File: src/rtl/pipe_pkg.sv
// Shared types and constants for the pipeline hazard sequencer.
package pipe_pkg;

    // Sequencer states; encodings 4-7 are unused and recover to HZ_RUN.
    typedef enum logic [2:0] {
        HZ_RUN       = 3'd0,
        HZ_IC_WAIT   = 3'd1,
        HZ_DC_WAIT   = 3'd2,
        HZ_TLB_DRAIN = 3'd3
    } hz_state_e;

    localparam logic [4:0]  REG_ZERO         = 5'd0;
    localparam logic [31:0] DEFAULT_NOP_WORD = 32'h0000_0000;

    // One bundle of everything the sequencer drives into the pipe each cycle.
    typedef struct packed {
        logic en_fetch;
        logic en_decode;
        logic en_alu;
        logic en_mem;
        logic flush_decode;
        logic flush_alu;
        logic inject;
    } hz_ctrl_t;

    // Normal advance: every stage moves, nothing flushed, fetched word used.
    localparam hz_ctrl_t CTRL_RUN = '{
        en_fetch: 1'b1, en_decode: 1'b1, en_alu: 1'b1, en_mem: 1'b1,
        flush_decode: 1'b0, flush_alu: 1'b0, inject: 1'b0
    };
    // Whole pipe frozen behind the data cache.
    localparam hz_ctrl_t CTRL_FREEZE = '{
        en_fetch: 1'b0, en_decode: 1'b0, en_alu: 1'b0, en_mem: 1'b0,
        flush_decode: 1'b0, flush_alu: 1'b0, inject: 1'b0
    };
    // Fetch held, decode loads a NOP, back end keeps moving.
    localparam hz_ctrl_t CTRL_BUBBLE = '{
        en_fetch: 1'b0, en_decode: 1'b1, en_alu: 1'b1, en_mem: 1'b1,
        flush_decode: 1'b0, flush_alu: 1'b0, inject: 1'b1
    };
    // Taken branch: squash the two wrong-path instructions behind it.
    localparam hz_ctrl_t CTRL_FLUSH = '{
        en_fetch: 1'b1, en_decode: 1'b1, en_alu: 1'b1, en_mem: 1'b1,
        flush_decode: 1'b1, flush_alu: 1'b1, inject: 1'b0
    };
    // Held in reset: nothing advances, front stages cleared.
    localparam hz_ctrl_t CTRL_RESET = '{
        en_fetch: 1'b0, en_decode: 1'b0, en_alu: 1'b0, en_mem: 1'b0,
        flush_decode: 1'b1, flush_alu: 1'b1, inject: 1'b0
    };

endpackage

File: src/rtl/hz_load_use_det.sv
// Load-use detector: the ALU-stage load writes a register the decode instruction reads.
module hz_load_use_det
    import pipe_pkg::*;
(
    input  logic       ex_mem_r_en,
    input  logic       ex_wb_en,
    input  logic [4:0] ex_regD,
    input  logic [4:0] id_regA,
    input  logic [4:0] id_regB,
    input  logic       id_uses_regB,
    output logic       load_use
);

    // Register 0 is hard-wired, so a load targeting it never creates a dependency.
    always_comb begin
        load_use = ex_mem_r_en && ex_wb_en && (ex_regD != REG_ZERO) &&
                   ((ex_regD == id_regA) || (id_uses_regB && (ex_regD == id_regB)));
    end

endmodule

File: src/rtl/pipe_hazard_ctrl.sv
// Central stall/flush/bubble sequencer for the 5-stage pipe.
// Optional build macro PIPE_HAZARD_PERF_EN adds saturating stall/flush counters.
module pipe_hazard_ctrl
    import pipe_pkg::*;
#(
    parameter logic [31:0] NOP_WORD         = DEFAULT_NOP_WORD,
    parameter int unsigned TLB_DRAIN_CYCLES = 2
`ifdef PIPE_HAZARD_PERF_EN
    ,
    parameter int unsigned CNT_W            = 32
`endif
) (
    input  logic        clk,
    input  logic        reset,
    input  logic [4:0]  id_regA,
    input  logic [4:0]  id_regB,
    input  logic        id_uses_regB,
    input  logic        id_tlb_write,
    input  logic        ex_mem_r_en,
    input  logic        ex_wb_en,
    input  logic [4:0]  ex_regD,
    input  logic        branch_taken,
    input  logic        block_pipe_instr_cache,
    input  logic        block_pipe_data_cache,
    output logic        en_reg_fetch,
    output logic        en_reg_decode,
    output logic        en_reg_alu,
    output logic        en_reg_mem,
    output logic        flush_decode,
    output logic        flush_alu,
    output logic [31:0] inject_nop,
    output logic        injecting_nop,
    output logic [2:0]  hz_state
`ifdef PIPE_HAZARD_PERF_EN
    ,
    output logic [CNT_W-1:0] stall_cycles,
    output logic [CNT_W-1:0] flush_count
`endif
);

    localparam int unsigned          DRAIN_W    = $clog2(TLB_DRAIN_CYCLES + 1);
    localparam logic [DRAIN_W-1:0]   DRAIN_LOAD = DRAIN_W'(TLB_DRAIN_CYCLES);
    localparam logic [DRAIN_W-1:0]   DRAIN_ONE  = DRAIN_W'(1);

    hz_state_e          state_q, state_d;
    logic [DRAIN_W-1:0] drain_cnt_q, drain_cnt_d;
    hz_ctrl_t           ctrl;
    logic               load_use;

    hz_load_use_det u_load_use (
        .ex_mem_r_en  (ex_mem_r_en),
        .ex_wb_en     (ex_wb_en),
        .ex_regD      (ex_regD),
        .id_regA      (id_regA),
        .id_regB      (id_regB),
        .id_uses_regB (id_uses_regB),
        .load_use     (load_use)
    );

    // Next state, drain count and stage controls from the current state and hazard inputs.
    always_comb begin
        // NOTE: every signal written here gets a default first so no path infers a latch.
        state_d     = state_q;
        drain_cnt_d = '0;
        ctrl        = CTRL_RUN;

        if (block_pipe_data_cache) begin
            ctrl    = CTRL_FREEZE;
            state_d = HZ_DC_WAIT;
        end else begin
            case (state_q)
                HZ_RUN: begin
                    if (branch_taken) begin
                        ctrl = CTRL_FLUSH;
                    end else if (id_tlb_write) begin
                        // The TLB write itself advances; fetch is held afterwards.
                        state_d     = HZ_TLB_DRAIN;
                        drain_cnt_d = DRAIN_LOAD;
                    end else if (block_pipe_instr_cache) begin
                        ctrl    = CTRL_BUBBLE;
                        state_d = HZ_IC_WAIT;
                    end else if (load_use) begin
                        // Single bubble; the NOP in decode removes the dependency next cycle.
                        ctrl = CTRL_BUBBLE;
                    end
                end
                HZ_IC_WAIT: begin
                    if (branch_taken) begin
                        // The fetch unit keeps tracking its own outstanding miss.
                        ctrl    = CTRL_FLUSH;
                        state_d = HZ_RUN;
                    end else if (block_pipe_instr_cache) begin
                        ctrl = CTRL_BUBBLE;
                    end else begin
                        state_d = HZ_RUN;
                    end
                end
                HZ_DC_WAIT: begin
                    // Data cache released this cycle: plain advance.
                    state_d = HZ_RUN;
                end
                HZ_TLB_DRAIN: begin
                    ctrl = CTRL_BUBBLE;
                    // <= rather than == so a corrupted zero count cannot stick here.
                    if (drain_cnt_q <= DRAIN_ONE) begin
                        state_d = HZ_RUN;
                    end else begin
                        state_d     = HZ_TLB_DRAIN;
                        drain_cnt_d = drain_cnt_q - DRAIN_ONE;
                    end
                end
                default: begin
                    state_d = HZ_RUN;
                end
            endcase
        end

        if (!reset) begin
            ctrl = CTRL_RESET;
        end
    end

    // State and drain counter; reset aborts any wait or drain immediately.
    always_ff @(posedge clk or negedge reset) begin
        // NOTE: sequential state is updated with non-blocking assignments only.
        if (!reset) begin
            state_q     <= HZ_RUN;
            drain_cnt_q <= '0;
        end else begin
            state_q     <= state_d;
            drain_cnt_q <= drain_cnt_d;
        end
    end

    assign en_reg_fetch  = ctrl.en_fetch;
    assign en_reg_decode = ctrl.en_decode;
    assign en_reg_alu    = ctrl.en_alu;
    assign en_reg_mem    = ctrl.en_mem;
    assign flush_decode  = ctrl.flush_decode;
    assign flush_alu     = ctrl.flush_alu;
    assign injecting_nop = ctrl.inject;
    assign inject_nop    = NOP_WORD;
    assign hz_state      = state_q;

`ifdef PIPE_HAZARD_PERF_EN
    logic [CNT_W-1:0] stall_cycles_q, stall_cycles_d;
    logic [CNT_W-1:0] flush_count_q, flush_count_d;

    // Saturating increments for held-fetch cycles and branch flushes.
    always_comb begin
        stall_cycles_d = stall_cycles_q;
        flush_count_d  = flush_count_q;
        if (!ctrl.en_fetch && (stall_cycles_q != '1)) begin
            stall_cycles_d = stall_cycles_q + CNT_W'(1);
        end
        if (ctrl.flush_decode && (flush_count_q != '1)) begin
            flush_count_d = flush_count_q + CNT_W'(1);
        end
    end

    // Counter registers; held at zero while reset is low, so reset cycles never count.
    always_ff @(posedge clk or negedge reset) begin
        if (!reset) begin
            stall_cycles_q <= '0;
            flush_count_q  <= '0;
        end else begin
            stall_cycles_q <= stall_cycles_d;
            flush_count_q  <= flush_count_d;
        end
    end

    assign stall_cycles = stall_cycles_q;
    assign flush_count  = flush_count_q;
`endif

endmodule

File: config.mk
export PLATFORM = sky130hd
export DESIGN_NAME = pipe_hazard_ctrl
export DESIGN_NICKNAME = d
export VERILOG_FILES = /design/src/rtl/pipe_pkg.sv /design/src/rtl/hz_load_use_det.sv /design/src/rtl/pipe_hazard_ctrl.sv
export SDC_FILE = /design/constraint.sdc
export NUM_CORES = 1
export LEC_CHECK = 0
export CORE_AREA = 4 4 57 59
export DETAILED_ROUTE_END_ITERATION = 10
export DIE_AREA = 0 0 61 63
export GPL_TIMING_DRIVEN = 0
export PLACE_DENSITY = 0.84
export SETUP_SLACK_MARGIN = 0.1
export SLEW_MARGIN = 15
export SYNTH_ARGS = -nofsm -noshare
export SYNTH_HDL_FRONTEND = slang
export SYNTH_HIERARCHICAL = 1
export SYNTH_SLANG_ARGS = --single-unit
File: constraint.sdc
create_clock -name clk -period 7.1 [get_ports clk]
set_clock_uncertainty 0.2 [all_clocks]
set_input_delay 1.42 -clock clk [delete_from_list [all_inputs] [get_ports clk]]
set_output_delay 1.42 -clock clk [all_outputs]
set_load 0.02 [all_outputs]
==> impl_metrics.prom <==
# TYPE chip_impl_metric gauge
chip_impl_info{name="run_status",value="finished clean"} 1
chip_impl_metric{name="gp_routability_congestion",unit=""} 0.795
chip_impl_metric{name="groute.usage.overall",unit="%"} 8.97
chip_impl_metric{name="drt-total-wl",unit="mm"} 1.78
chip_impl_info{name="main_combinational_cell_family_by_area_after_synthesis",value="buffers and inverters"} 1
chip_impl_metric{name="htreeDepth",unit=""} 1
chip_impl_info{name="critical_path.endpoint_type",value="primary output"} 1
chip_impl_metric{name="final_setup_slack_of_the_worst_path",unit="ps"} 1440
chip_impl_metric{name="cts_post_setup_buffers_inserted",unit=""} 0
chip_impl_metric{name="first_global_vias",unit=""} 675
chip_impl_metric{name="floorplan.rows",unit=""} 19
chip_impl_metric{name="grt_pass1_wl",unit="mm"} 2.66
chip_impl_metric{name="core_region_area",unit="sq um"} 2710
chip_impl_metric{name="place.port_buffers",unit=""} 32
chip_impl_metric{name="regToRegSetupSlack",unit="ps"} 5400
chip_impl_metric{name="totalPowerFinal",unit="uW"} 133
chip_impl_metric{name="cts_resized",unit=""} 0
chip_impl_metric{name="wl_met1",unit="um"} 573
chip_impl_metric{name="final_max_slew_viol_count",unit=""} 0
chip_impl_metric{name="yosysUniqueCellTypes",unit=""} 29
chip_impl_info{name="criticalPathCategory",value="in -> out"} 1
chip_impl_info{name="rsz_0062_raised_after_global_routing",value="false"} 1
chip_impl_metric{name="cts.hold.buffers_added",unit=""} 0
chip_impl_metric{name="compound_gate_portion_of_the_synthesized_area",unit="%"} 15.1
chip_impl_metric{name="final_min_period_over_clock_period",unit="%"} 79.8
chip_impl_metric{name="drc",unit=""} 0
chip_impl_metric{name="antenna_cells",unit=""} 0
chip_impl_metric{name="crit_path_max_fanout",unit=""} 3
chip_impl_metric{name="dp_worst_setup_slack",unit="ps"} 1420
chip_impl_metric{name="dp_hpwl",unit="mm"} 1.68
chip_impl_metric{name="synth_simple_gate_area_share",unit="%"} 13.4
chip_impl_info{name="startpoint_type",value="input port"} 1
chip_impl_metric{name="ys_seq_area_share",unit="%"} 13.1
chip_impl_metric{name="met2_length",unit="um"} 997
chip_impl_metric{name="tritonroute_pass_1_iters",unit=""} 4
chip_impl_metric{name="cellPowerDensity",unit="nW/um^2"} 105
chip_impl_metric{name="detailroute.wirelength.met3",unit="um"} 178
chip_impl_metric{name="required_time_of_the_critical_path",unit="ps"} 5480
chip_impl_metric{name="avgSynthCellArea",unit="sq um"} 8.21
chip_impl_metric{name="synthXorXnorAreaFrac",unit="%"} 11.5
chip_impl_metric{name="final_core_util",unit="%"} 46.7
chip_impl_info{name="tritoncts",value="yes"} 1
chip_impl_metric{name="die-height",unit="um"} 63
chip_impl_info{name="worstHoldPathType",value="reg -> reg"} 1
chip_impl_metric{name="cts_sinks",unit=""} 4
chip_impl_metric{name="globalRoute.totalOverflow",unit=""} 0
chip_impl_metric{name="drive_above_1_share",unit="%"} 28.1
chip_impl_metric{name="peakVddDrop",unit="uV"} 73.8
chip_impl_metric{name="viasPerCell",unit=""} 3.69
chip_impl_metric{name="clkSlewWorstSetupHoldPaths",unit="ps"} 30
chip_impl_metric{name="first_iter_violations",unit=""} 12
chip_impl_metric{name="routed_wire_length_per_instance",unit="um"} 9.34
chip_impl_metric{name="routed_antenna_nets",unit=""} 0
chip_impl_metric{name="max-clock-path-buffers",unit=""} 2
chip_impl_metric{name="vias",unit=""} 705
chip_impl_metric{name="floorplan.io_pins",unit=""} 66
chip_impl_info{name="clockRootBuffer",value="clkbuf_4"} 1
chip_impl_metric{name="post_synth_adder_cell_area",unit="%"} 6.56
chip_impl_metric{name="floorplan.initialDensity",unit="%"} 28.2
chip_impl_metric{name="maxCapViolCount",unit=""} 0
chip_impl_info{name="dr.max_layer_used",value="met4"} 1
chip_impl_metric{name="yosysWarningCount",unit=""} 6
chip_impl_metric{name="fin_setup_tns",unit="ps"} 0
chip_impl_metric{name="nNetsFinal",unit=""} 190
chip_impl_metric{name="tritoncts.num_buffers",unit=""} 3
chip_impl_metric{name="post_synth_inst_count",unit=""} 93
chip_impl_metric{name="power.static_leakage",unit="uW"} 0.000639
chip_impl_metric{name="final_hold_violation_count",unit=""} 0
chip_impl_metric{name="report.final.setup_viol",unit=""} 0
chip_impl_metric{name="fmaxAchievable",unit="GHz"} 0.177
chip_impl_metric{name="die_area",unit="sq um"} 3840
chip_impl_metric{name="muxShareOfSynthArea",unit="%"} 1.48
chip_impl_metric{name="die_x",unit="um"} 61
chip_impl_metric{name="worst_ep_arrival_time",unit="ps"} 4040
chip_impl_metric{name="yosys_register_bits",unit=""} 4
chip_impl_metric{name="antenna_found_initial",unit=""} 0
chip_impl_metric{name="layout_min_cycle_time",unit="ps"} 5660
chip_impl_metric{name="layout-area-overhead-vs-synth",unit="%"} 65.7
chip_impl_metric{name="synth_area",unit="sq um"} 763
chip_impl_metric{name="hold_ws",unit="ps"} 223
chip_impl_metric{name="worst_skew_late_latency",unit="ps"} 230
chip_impl_metric{name="maximum_number_of_pins_on_one_net_before_global_route_repair",unit=""} 9
[flip-flops by register name, indices dropped and copies added (netlist names)]
| signal | cells |
|---|---|
| drain_cnt_q | 2 |
| hz_state | 2 |
[Yosys cell counts, drive strengths merged]
cell    number  share of area (%)
nor4         2                1.6
o21ai        1               0.66
a2111o       1                1.5
buf         37                 36
or2b         1               0.98
or4          1               0.98
o211ai       3                3.6
a22oi        1               0.98
dfrtp        4                 13
xor2         7                8.0
or4b         1                1.8
ha           4                6.6
nand3        3                2.0
a211oi       2                2.6
o21bai       1               0.98
and3b        1                1.3
xnor2        3                3.4
conb         1               0.49
nor2         3                1.5
nand2        2               0.98
inv          4                2.0
nor3         2                1.3
o31ai        1               0.98
nand3b       1               0.98
mux2         1                1.5
a21oi        5                3.8
[area by class of cell]
cell class	instances	area, sq um
Fill cell	266	1450
Multi-Input combinational cell	80	490
Sequential cell	4	100
Inverter	4	15.0
Timing Repair Buffer	32	320
Buffer	37	278
Clock buffer	3	22.5
Tap cell	31	38.8
[path summary, 6_finish.rpt]
path,end,cells past startpoint,startpoint
min,drain_cnt_q[0]$_DFF_PN0_,1,drain_cnt_q[0]$_DFF_PN0_
max in group asynchronous,drain_cnt_q[0]$_DFF_PN0_,1,reset
min reg2reg,drain_cnt_q[0]$_DFF_PN0_,1,drain_cnt_q[0]$_DFF_PN0_
min in group asynchronous,hz_state[0]$_DFFE_PN0P_,1,reset
max reg2reg,hz_state[1]$_DFFE_PN0P_,6,hz_state[0]$_DFFE_PN0P_
max,injecting_nop,9,ex_regD[2]
[per-stage QoR]
stage	instance area [sq um]	cells
final	1260	191
after detailed placement	1240	188
after global routing	1260	191
after floorplan	883	125
after CTS	1260	191
after global placement	1240	188
[worst max-delay path: stages]
cell and delay, ps:
clkdlybuf4s50_1 470, xor2_1 190, nor4_1 330, nand3_1 120
a21oi_1 160, nor2_1 60, or4b_4 480, a211oi_2 180
clkdlybuf4s50_1 630
[cells by family (layout without fill, tap and decap cells)]
logic type / after synthesis / in the layout
AOI/OAI and AO/OA: 15 / 15
xor gates and xnor gates: 10 / 10
adders and majority gates: 4 / 4
buffers and inverters: 41 / 76
DFF: 4 / 4
muxes: 1 / 1
other: 1 / 33
and+or+nand+nor: 17 / 17
[power by group]
| group | switching, uW | internal, uW | total (uW) |
|---|---|---|---|
| Clock | 8.40 | 18.8 | 27.2 |
| Sequential | 1.22 | 24.2 | 25.4 |
| Combinational | 40.1 | 40.2 | 80.3 |
[layer usage]
layer	vias to the layer above	global-route usage, %
met5	-	0
met4	0	4.07
met3	4	2.27
met2	32	16.6
met1	286	8.89
li1	383	-
[cells in the final DEF (no fill, tap or decap), drive strengths merged, types with 2 or more instances in the layout]
cell type and n:
nor3 2, nor2 3, nor4 2, dfrtp 4
buf 37, o211ai 3, clkdlybuf4s50 32, inv 4
xnor2 3, ha 4, nand3 3, xor2 7
a21oi 5, clkbuf 3, a211oi 2, conb 33
nand2 2
No activity file was read; power rests on OpenSTA's default activity.
